**src/rtl/spi_pkg.sv**
```systemverilog
// spi_pkg: shared types, constants and bit helpers for the SPI target port.
//   spi_state_e          : frame state (IDLE / ACTIVE)
//   MODE0..MODE3         : SPI mode encoding as {cpol, cpha}
//   BIT_CNT_W            : width of the per-byte bit counter
//   DEFAULT_SYNC_STAGES  : default synchronizer depth on the SPI inputs
// Optional feature macro used by the port: SPI_SLAVE_OVERRUN_EN.

package spi_pkg;

    typedef enum logic {
        ST_IDLE   = 1'b0,
        ST_ACTIVE = 1'b1
    } spi_state_e;

    localparam logic [1:0] MODE0 = 2'b00;
    localparam logic [1:0] MODE1 = 2'b01;
    localparam logic [1:0] MODE2 = 2'b10;
    localparam logic [1:0] MODE3 = 2'b11;

    localparam int BIT_CNT_W           = 3;
    localparam int DEFAULT_SYNC_STAGES = 2;

    // Bit that goes on the wire first for the selected bit order.
    function automatic logic first_bit(input logic [7:0] d, input logic lsb_first);
        return lsb_first ? d[0] : d[7];
    endfunction

    // Drop the bit just transmitted, bringing the next one into first position.
    function automatic logic [7:0] shift_out(input logic [7:0] d, input logic lsb_first);
        return lsb_first ? {1'b0, d[7:1]} : {d[6:0], 1'b0};
    endfunction

    // Insert a received bit so that after 8 samples the byte is in natural order.
    function automatic logic [7:0] shift_in(input logic [7:0] d, input logic b,
                                            input logic lsb_first);
        return lsb_first ? {b, d[7:1]} : {d[6:0], b};
    endfunction

endpackage

```
**src/rtl/spi_input_sync.sv**
```systemverilog
// spi_input_sync: multi-flop synchronizer with rise/fall pulse outputs.
// Ports:
//   PCLK, PRESETn : clock, synchronous active-low reset
//   din           : asynchronous input
//   level         : synchronized level (STAGES flops after din)
//   rise, fall    : single-cycle pulses on a change of the synchronized level
// RESET_VAL sets what the chain assumes the input was during reset; choosing
// the active level for ss means a line held low through reset produces no
// falling edge afterwards.

module spi_input_sync #(
    parameter int   STAGES    = 2,
    parameter logic RESET_VAL = 1'b0
) (
    input  logic PCLK,
    input  logic PRESETn,
    input  logic din,
    output logic level,
    output logic rise,
    output logic fall
);

    logic [STAGES-1:0] chain;
    logic              prev;

    always_ff @(posedge PCLK) begin
        if (!PRESETn) begin
            chain <= {STAGES{RESET_VAL}};
            prev  <= RESET_VAL;
        end else begin
            chain <= {chain[STAGES-2:0], din};
            prev  <= chain[STAGES-1];
        end
    end

    assign level = chain[STAGES-1];
    assign rise  = level & ~prev;
    assign fall  = ~level & prev;

endmodule

```
**src/rtl/spi_slave_port.sv**
```systemverilog
// spi_slave_port: SPI target port, fully oversampled in the PCLK domain.
// Ports:
//   PCLK, PRESETn              : only clock, synchronous active-low reset
//   cpol, cpha, lsbfe          : mode and bit order, captured at frame start
//   sclk, ss, mosi             : asynchronous SPI inputs (ss active-low)
//   miso, miso_oe              : serial output and pad enable (= busy)
//   tx_data/tx_valid/tx_ready  : one-entry TX holding register write port
//   rx_data/rx_valid/rx_ready  : received byte handshake
//   rx_overrun, clr_overrun    : sticky overrun flag and its clear
//   busy                       : frame active
// Build option: define SPI_SLAVE_OVERRUN_EN to drop bytes that complete while
// rx_valid is still pending and flag rx_overrun; otherwise new bytes overwrite
// rx_data and rx_overrun stays 0.
// SYNC_STAGES must be at least 2.
//
// state     | meaning
// ----------+---------------------------------------------------------
// ST_IDLE   | ss high; miso driven 0, waiting for a fresh ss fall
// ST_ACTIVE | frame in progress; sampling mosi and shifting miso

module spi_slave_port
    import spi_pkg::*;
#(
    parameter int         SYNC_STAGES = DEFAULT_SYNC_STAGES,
    parameter logic [7:0] IDLE_FILL   = 8'hFF
) (
    input  logic       PCLK,
    input  logic       PRESETn,
    input  logic       cpol,
    input  logic       cpha,
    input  logic       lsbfe,
    input  logic       sclk,
    input  logic       ss,
    input  logic       mosi,
    output logic       miso,
    output logic       miso_oe,
    input  logic [7:0] tx_data,
    input  logic       tx_valid,
    output logic       tx_ready,
    output logic [7:0] rx_data,
    output logic       rx_valid,
    input  logic       rx_ready,
    output logic       rx_overrun,
    input  logic       clr_overrun,
    output logic       busy
);

    localparam logic [BIT_CNT_W-1:0] BIT_LAST = '1;

    logic sclk_level_unused, sclk_rise, sclk_fall;
    logic ss_level_unused, ss_rise, ss_fall;
    logic mosi_s, mosi_rise_unused, mosi_fall_unused;

    spi_input_sync #(.STAGES(SYNC_STAGES), .RESET_VAL(1'b0)) u_sync_sclk (
        .PCLK    (PCLK),
        .PRESETn (PRESETn),
        .din     (sclk),
        .level   (sclk_level_unused),
        .rise    (sclk_rise),
        .fall    (sclk_fall)
    );

    spi_input_sync #(.STAGES(SYNC_STAGES), .RESET_VAL(1'b0)) u_sync_ss (
        .PCLK    (PCLK),
        .PRESETn (PRESETn),
        .din     (ss),
        .level   (ss_level_unused),
        .rise    (ss_rise),
        .fall    (ss_fall)
    );

    spi_input_sync #(.STAGES(SYNC_STAGES), .RESET_VAL(1'b0)) u_sync_mosi (
        .PCLK    (PCLK),
        .PRESETn (PRESETn),
        .din     (mosi),
        .level   (mosi_s),
        .rise    (mosi_rise_unused),
        .fall    (mosi_fall_unused)
    );

    spi_state_e           state, state_nxt;
    logic [1:0]           mode_q;       // {cpol, cpha} for the current frame
    logic                 lsbfe_q;
    logic [BIT_CNT_W-1:0] bit_cnt;
    logic [7:0]           rx_shift;
    logic [7:0]           tx_shift;
    logic                 miso_r;
    logic [7:0]           hold_data;
    logic                 hold_full;

    logic       sample_edge, shift_edge;
    logic       start_frame, end_frame, sample_evt, shift_evt;
    logic       byte_done, load_shifter, tx_write;
    logic       eff_cpha, eff_lsbfe;
    logic [7:0] load_data, rx_next;

    // Sample on rising sclk when cpol == cpha, otherwise on falling sclk.
    always_comb begin
        sample_edge = 1'b0;
        shift_edge  = 1'b0;
        case (mode_q)
            MODE0, MODE3: begin
                sample_edge = sclk_rise;
                shift_edge  = sclk_fall;
            end
            default: begin
                sample_edge = sclk_fall;
                shift_edge  = sclk_rise;
            end
        endcase
    end

    always_ff @(posedge PCLK) begin
        if (!PRESETn) state <= ST_IDLE;
        else          state <= state_nxt;
    end

    always_comb begin
        state_nxt   = state;
        start_frame = 1'b0;
        end_frame   = 1'b0;
        sample_evt  = 1'b0;
        shift_evt   = 1'b0;
        case (state)
            ST_IDLE: begin
                if (ss_fall) begin
                    state_nxt   = ST_ACTIVE;
                    start_frame = 1'b1;
                end
            end
            ST_ACTIVE: begin
                if (ss_rise) begin
                    state_nxt = ST_IDLE;
                    end_frame = 1'b1;
                end else begin
                    sample_evt = sample_edge;
                    // With cpha=0 the first bit is already on miso after a
                    // load, so a shift edge at bit count 0 (before the first
                    // sample, or just after a byte wrap) must not advance it.
                    shift_evt  = shift_edge & (mode_q[0] | (bit_cnt != '0));
                end
            end
            default: state_nxt = ST_IDLE;
        endcase
    end

    assign byte_done    = sample_evt & (bit_cnt == BIT_LAST);
    assign load_shifter = start_frame | byte_done;
    assign load_data    = hold_full ? hold_data : IDLE_FILL;
    assign tx_write     = tx_valid & ~hold_full;
    // On the entry cycle the mode registers are still being written.
    assign eff_cpha     = start_frame ? cpha  : mode_q[0];
    assign eff_lsbfe    = start_frame ? lsbfe : lsbfe_q;
    assign rx_next      = shift_in(rx_shift, mosi_s, lsbfe_q);

    always_ff @(posedge PCLK) begin
        if (!PRESETn) begin
            mode_q    <= MODE0;
            lsbfe_q   <= 1'b0;
            bit_cnt   <= '0;
            rx_shift  <= '0;
            tx_shift  <= '0;
            miso_r    <= 1'b0;
            hold_data <= '0;
            hold_full <= 1'b0;
        end else begin
            if (start_frame) begin
                mode_q  <= {cpol, cpha};
                lsbfe_q <= lsbfe;
            end

            if (start_frame || end_frame) begin
                bit_cnt  <= '0;
                rx_shift <= '0;
            end else if (sample_evt) begin
                bit_cnt  <= bit_cnt + 1'b1;
                rx_shift <= rx_next;
            end

            if (load_shifter) begin
                if (!eff_cpha) begin
                    miso_r   <= first_bit(load_data, eff_lsbfe);
                    tx_shift <= shift_out(load_data, eff_lsbfe);
                end else begin
                    // cpha=1: the first leading edge puts bit 0 on miso.
                    tx_shift <= load_data;
                    if (start_frame) miso_r <= 1'b0;
                end
            end else if (shift_evt) begin
                miso_r   <= first_bit(tx_shift, lsbfe_q);
                tx_shift <= shift_out(tx_shift, lsbfe_q);
            end

            // A write is only accepted while empty, so it never collides with
            // a load that drains the register; a load from an empty register
            // takes IDLE_FILL and the concurrent write is kept for next byte.
            if (tx_write) begin
                hold_data <= tx_data;
                hold_full <= 1'b1;
            end else if (load_shifter && hold_full) begin
                hold_full <= 1'b0;
            end
        end
    end

`ifdef SPI_SLAVE_OVERRUN_EN
    logic rx_drop;
    assign rx_drop = byte_done & rx_valid & ~rx_ready;

    always_ff @(posedge PCLK) begin
        if (!PRESETn) begin
            rx_data    <= '0;
            rx_valid   <= 1'b0;
            rx_overrun <= 1'b0;
        end else begin
            if (byte_done && !rx_drop) begin
                rx_data  <= rx_next;
                rx_valid <= 1'b1;
            end else if (rx_valid && rx_ready) begin
                rx_valid <= 1'b0;
            end

            if (rx_drop)          rx_overrun <= 1'b1;
            else if (clr_overrun) rx_overrun <= 1'b0;
        end
    end
`else
    logic clr_overrun_unused;
    assign clr_overrun_unused = clr_overrun;
    assign rx_overrun         = 1'b0;

    always_ff @(posedge PCLK) begin
        if (!PRESETn) begin
            rx_data  <= '0;
            rx_valid <= 1'b0;
        end else begin
            if (byte_done) begin
                rx_data  <= rx_next;
                rx_valid <= 1'b1;
            end else if (rx_valid && rx_ready) begin
                rx_valid <= 1'b0;
            end
        end
    end
`endif

    assign busy     = (state == ST_ACTIVE);
    assign miso_oe  = busy;
    assign miso     = busy & miso_r;
    assign tx_ready = ~hold_full;

endmodule

```
**config.mk**
```make
export PLATFORM = sky130hd
export DESIGN_NAME = spi_slave_port
export DESIGN_NICKNAME = d
export VERILOG_FILES = /design/src/rtl/spi_pkg.sv /design/src/rtl/spi_input_sync.sv /design/src/rtl/spi_slave_port.sv
export SDC_FILE = /design/constraint.sdc
export NUM_CORES = 1
export LEC_CHECK = 0
export CAP_MARGIN = 5
export CORE_UTILIZATION = 40
export DETAILED_ROUTE_END_ITERATION = 6
export PLACE_DENSITY = 0.64
export SLEW_MARGIN = 20
export SYNTH_ARGS = -nofsm -noshare
export SYNTH_HDL_FRONTEND = slang
export SYNTH_SLANG_ARGS = --single-unit
export TNS_END_PERCENT = 30
```
**constraint.sdc**
```tcl
create_clock -name PCLK -period 2 [get_ports PCLK]
set_input_delay 0.3 -clock PCLK [delete_from_list [all_inputs] [get_ports PCLK]]
set_output_delay 0.3 -clock PCLK [all_outputs]
set_load 0.005 [all_outputs]
```
; After elaboration in Yosys (flattened, before gate mapping)
; Index checks and enable logic that the tools add are counted.
; W data, S select, Z words.
[op_classes]
add_sub_neg = 1
multipliers = 0
div = 0
order_cmp = 0
n_eq_ne = 3
shift = 0
muxes = 31
bitwise = 17
n_reduce_logical = 11
[ops]
columns = op, count
row1 = $mux W8, 7
row2 = $mux W1, 23
row3 = $and A1 B1 Y1, 8
row4 = $not A1 Y1, 7
row5 = $reduce_bool A2 Y1, 3
row6 = $reduce_or A2 Y1, 2
row7 = $add A3 B1 Y3 const B, 1
row8 = $eq A3 B3 Y1 const B, 1
row9 = $ne A3 B3 Y1 const B, 1
row10 = $reduce_bool A3 Y1, 1
row11 = $eq A2 B2 Y1 const B, 1
row12 = $logic_and A1 B1 Y1, 2
row13 = $logic_not A2 Y1, 1
row14 = $or A1 B1 Y1, 2
row15 = $pmux W1 S2, 1
row16 = $reduce_and A2 Y1, 1
row17 = $logic_or A1 B1 Y1, 1
[word_totals]
regBits = 50
latch_bits = 0
ramBits = 0
rom_bits = 0
input_bits = 19
out_inout_bits = 14
wordCells = 79
n_memories = 0

; Longest topological paths before layout
[logic_depth]
depth_word = 10
mapped_depth = 9
mapped_depth_nobuf = 8

; By module
; Synthesis repeated with hierarchy kept, for this count alone.
[unflattened]
hier_cells = 259
area_unflattened_um2 = 2488.6
[by_module_without_submodules]
columns = mod, n_inst, cells_per_inst, area_each_um2, seq_area_each_um2
row1 = spi_slave_port, 1, 235, 2214.6, 840.8
row2 = spi_input_sync, 3, 8, 91.3, 60.1

; Least setup slack after synthesis
; Ideal clock, no wire load.
[synth_timing]
kind = reg2reg
from = register mode_q[0]
to = register tx_shift[4]
setup_ps = 135
t_arrival_ps = 1837
required_ps = 1865
slack_ps = 29
stages_incl_launch_ff = 8
path_buffers = 1
period_less_slack_ps = 1971
path_cell_list = dfxtp_1 xor2_2 mux2_2 nand4_1 buf_2 nand2_1 nor3_1 a311oi_2
[synth_between]
elab_chain_cells = 8
word_cells_on_any_way = 17
classes_between = 1 x eq/ne / 9 x mux / 4 x bitwise / 3 x reduce/logical
[synth_lines]
columns = element, line_no
row1 = start: declaration, spi_slave_port.sv:82  ; logic [1:0] mode_q;
row2 = start signal: assignment, spi_slave_port.sv:168  ; mode_q <= {cpol, cpha};
row3 = $eq A2 B2 Y1 / $logic_not A2 Y1 (equally long branches), spi_slave_port.sv:101  ; case (mode_q)
row4 = $reduce_or A2 Y1, spi_slave_port.sv:101
row5 = $mux W1, spi_slave_port.sv:101
row6 = $mux W1, spi_slave_port.sv:132  ; if (ss_rise) begin
row7 = $mux W1, spi_slave_port.sv:124  ; case (state)
row8 = $and A1 B1 Y1, spi_slave_port.sv:147  ; assign byte_done = sample_evt & (bit_cnt == BIT_LAST);
row9 = $or A1 B1 Y1, spi_slave_port.sv:148  ; assign load_shifter = start_frame | byte_done;
row10 = $mux W8 / $reduce_bool A2 Y1 (equally long branches), -
row11 = end signal: assignment, spi_slave_port.sv:183  ; tx_shift <= shift_out(load_data, eff_lsbfe);
row12 = end signal: assignment, spi_slave_port.sv:186  ; tx_shift <= load_data;
row13 = end signal: assignment, spi_slave_port.sv:191  ; tx_shift <= shift_out(tx_shift, lsbfe_q);
row14 = end: declaration, spi_slave_port.sv:86  ; logic [7:0] tx_shift;
; Several ways; a longest one is shown, not always the timed one.
; A chain may end at the register's enable or synchronous reset.

; Final worst setup path
[layout_timing]
from = register mode_q[1]
to = register tx_shift[0]
[layout_between]
elab_chain_cells = 8
word_cells_on_any_way = 14
classes_between = 1 x eq/ne / 7 x mux / 3 x bitwise / 3 x reduce/logical
[layout_lines]
columns = element, line_no
row1 = $eq A2 B2 Y1 / $logic_not A2 Y1 (equally long branches), spi_slave_port.sv:101
row2 = $reduce_or A2 Y1 (*), spi_slave_port.sv:101
row3 = $mux W1, spi_slave_port.sv:101
row4 = $mux W1, spi_slave_port.sv:132
row5 = $mux W1, spi_slave_port.sv:124
row6 = $and A1 B1 Y1, spi_slave_port.sv:147
row7 = $or A1 B1 Y1, spi_slave_port.sv:148
row8 = $mux W8 / $reduce_bool A2 Y1 (equally long branches), -
; Every way passes the cells marked *; elsewhere a longest branch is shown, timed or not.

==> summary by stage <==
Timing
The smallest clock period supported by the final layout is computed as 1900 ps. Between clock sinks in the finished design, the worst skew comes to 10.8 ps. The hold violation total from the final report was 0. In this run the tightest slew margin relative to its limit is 42.5%. Setup total negative slack on the finished layout was measured at 0 ps. The peak clock frequency supported by timing is 526 MHz.

The total of endpoints with negative setup slack in the final report is 0. Setup repair after global routing left no endpoint under its margin. The total count of max-transition violations in the final report is 0. The tightest hold path in the finished design has a slack of 444 ps.

The slew at the pin with the worst max-slew slack is 859 ps. After layout, the worst path uses 95.0% of the clock period.

Hold path
The path class of the tightest hold or removal check is flip-flop to flip-flop. Counting instances, the worst hold path has a depth of 1.

Die
The number of top-level pins is 33. The die is 80.5 um wide. The site row count is 28. The total area inside the core boundary comes to 5920 um2. The initial utilization of the core area, before any placement, comes to 41.7%. The total die area is 6480 um2.

From bottom edge to top edge, the die measures 80.5 um.

Final layout
The number of diodes is 0. The number of nets in the layout is 326. The commonest non-fill, non-tap cell in the layout is sky130_fd_sc_hd__dfxtp_1. From synthesis to final layout, the design area changed by 22.9%. The final core utilization is 51.2%. In the layout the commonest cells are 49 x sky130_fd_sc_hd__dfxtp_1, 33 x sky130_fd_sc_hd__mux2i_1, 30 x sky130_fd_sc_hd__clkdlybuf4s50_1.

The filler cells instantiated in the layout total 565. The post-route netlist has 14.1% of its cells at a drive strength greater than 1.

Synthesis
The synthesized area is 2470 um2. The dominant combinational cell family by area after synthesis is multiplexers. Of the total synthesized cell area, the portion taken by AND, OR, NAND and NOR gates is 16.2%. The per-instance average area after synthesis is 9.38 um2. The async set-reset flop share out of synthesis is 0%.

Of the post-synthesis cell area, the part taken by muxes is 20.2%. Of the total synthesized cell area, the portion taken by XOR and XNOR cells is 1.37%. After synthesis, flip-flops and latches occupy 40.6% of the total area. The number of warnings printed during yosys synthesis is 0. The number of instances in the synthesized netlist is 263.

Yosys mapped the design onto 40 distinct sky130hd cell types. Synthesis inferred 50 register bits. The number of flops mapped to enable cells by yosys is 0. The adder and majority cell fraction of the synthesized area is 1.52%. The net count after synthesis is 285. The most used flip-flop cell after synthesis is sky130_fd_sc_hd__dfxtp_1.

The compound-gate portion of the synthesized area is 15.2%.

Routing
The routed length per instance is 12.9 um. The number of nets with antenna violations after detailed routing is 0. For this run, design rule violations remaining after detail routing come to 0. Summed over all layers, the routed wires come to 4.88 mm.

The first routing iteration left 199 violations. Detailed routing inserted a total of 1910 vias. The first detailed-routing pass ran for 4 iterations.

Using the TritonRoute via totals, the vias-per-cell ratio works out to 5.04.

Pwr
Across the VDD grid, the largest voltage drop is 0.382 mV. The leakage power is 1.24 nW. Total power for the finished layout comes to 1.80 mW. Power spread over the standard cell area amounts to 593 nW/um2.

Worst setup path
The most critical setup path has its endpoint at tx_shift[0]. The worst setup path is captured at a flip-flop. The worst reg2reg path depth is 7. Of all nets on the critical path, the largest fanout is 5. The launch point of the worst path is mode_q[1]. Setup slack on the worst reg-to-reg path comes out at 100 ps. The setup path with the least slack is of type flip-flop to flip-flop. The required arrival time at the worst endpoint is 2230 ps. The type of origin of the critical path is a flip-flop. Data arrives at the worst endpoint at 2130 ps.

In this run the critical register-to-register path is captured at tx_shift[0]. The startpoint identified for the worst register-to-register timing path is mode_q[1].

Placement
The routability congestion estimate from global placement is 0.803. The half-perimeter wire length after detailed placement is 3.49 mm. Buffers placed on the I/O ports in this run total 30.

GRT
The global-route total usage across every layer is 16.1%. The number of antenna violations at the first check in global routing is 0. After global routing the overflow that remains totals 0. The largest net degree at the start of global routing is 26. The number of global-route vias before repair was 1735. The global-route wire length before repair is 8.09 mm.

CTS
The clock latency on the worst-skew pair is 300 ps. The clock sink count is 50. The TritonCTS clock tree is built. The register clock-pin slew on the reported worst setup and hold paths is 90 ps. No sink is reached through more buffers than the 2 on the longest clock path. The number of buffers inserted by hold repair at cts is 0.

The CTS root buffer is sky130_fd_sc_hd__clkbuf_8. The CTS buffer count is 5. The H-tree generated during clock tree synthesis spans 2 levels.

Outcome
The run finished with clean final reports.

Flow run
Across the run, the number of max-cap violations was 0.
report_power, final:
group          total [mW]  internal (mW)  leakage [nW]  switching (mW)
clock               0.558          0.240        0.0373           0.318
combinational       0.194          0.107         0.798          0.0873
sequential           1.05           1.02         0.407          0.0240
synthesized netlist by cell type, drive strengths merged (2+ instances only):
cell type  instances  area, um2
a2111oi            2       17.5
a21boi            12       90.1
a21oi             13       65.1
a221o              2       20.0
and2              11       68.8
buf                9       61.3
clkbuf             9       33.8
dfxtp             50       1000
ha                 3       37.5
inv                6       22.5
mux2              11        124
mux2i             35        375
nand2             23       86.3
nand2b             2       12.5
nor2              21       78.8
nor2b             17        106
nor4               2       12.5
o2111ai            2       17.5
o21ai             13       65.1
o22a               5       43.8
o311ai             2       17.5
xnor2              2       17.5
cell type report:
type,count,area [um2],share of cell area (%)
multi-input combinational,190,1360,44.9
sequential,50,1000,33.1
timing repair buffer,51,470,15.5
tap,75,93.8,3.10
clock buffer,6,72.6,2.39
inverter,6,22.5,0.743
clock inverter,1,7.51,0.248
how the worst min path moves through the flow:
stage / startpoint / to
6_report: u_sync_ss.chain[0] / u_sync_ss.chain[1]
3_5_place_dp: u_sync_ss.chain[0] / u_sync_ss.chain[1]
5_1_grt: u_sync_mosi.chain[0] / u_sync_mosi.chain[1]
2_1_floorplan: u_sync_mosi.chain[0] / u_sync_mosi.chain[1]
4_1_cts: u_sync_ss.chain[0] / u_sync_ss.chain[1]
3_3_place_gp: u_sync_ss.chain[0] / u_sync_ss.chain[1]
sequential cells by signal, indices dropped and copies added (netlist names), 2 cells and up:
name / count
hold_data: 8
rx_data: 8
rx_shift: 8
tx_shift: 8
bit_cnt: 3
mode_q: 2
u_sync_mosi.chain: 2
u_sync_sclk.chain: 2
u_sync_ss.chain: 2
per-layer routing:
layer  share of wire, %  GRT usage, %  wire, um
met5                  0             0         0
met3                2.7          3.86       130
met1                 52          22.4      2520
met2                 44          24.4      2170
met4                1.3          5.00        63
logic make-up (layout without fill, tap and decap cells):
group           after synthesis  count (layout)
simple gates                 81              81
compound gates               55              55
flops                        50              50
mux                          46              47
buf+inv                      24              64
fa+ha+maj                     3               3
xor+xnor                      3               3
other cells                   1               1
metrics by stage:
stage | cell area, um2 | worst slack, ps | cells
2_1_floorplan | 2470 | 28.6 | 263
3_5_place_dp | 2910 | 74.1 | 368
4_1_cts | 2990 | 57.8 | 375
6_report | 3030 | 99.7 | 379
3_3_place_gp | 2910 | 101 | 368
5_1_grt | 3030 | 0.327 | 379
timing repair:
item,4_1_cts,5_1_grt
endpoints found under the setup margin,0,6
buffers inserted,0,3
hold endpoints to repair,0,0
gates resized for setup,0,1
worst max-delay path, cell delays in order (launching register included):
cell and delay, ps:
sky130_fd_sc_hd__dfxtp_1 360, sky130_fd_sc_hd__xor2_2 190, sky130_fd_sc_hd__mux2_2 240, sky130_fd_sc_hd__nand4_1 220, sky130_fd_sc_hd__and2_1 280, sky130_fd_sc_hd__buf_4 160
sky130_fd_sc_hd__a221o_1 270, sky130_fd_sc_hd__a21boi_1 120
No activity file was read; power rests on OpenSTA's default activity.
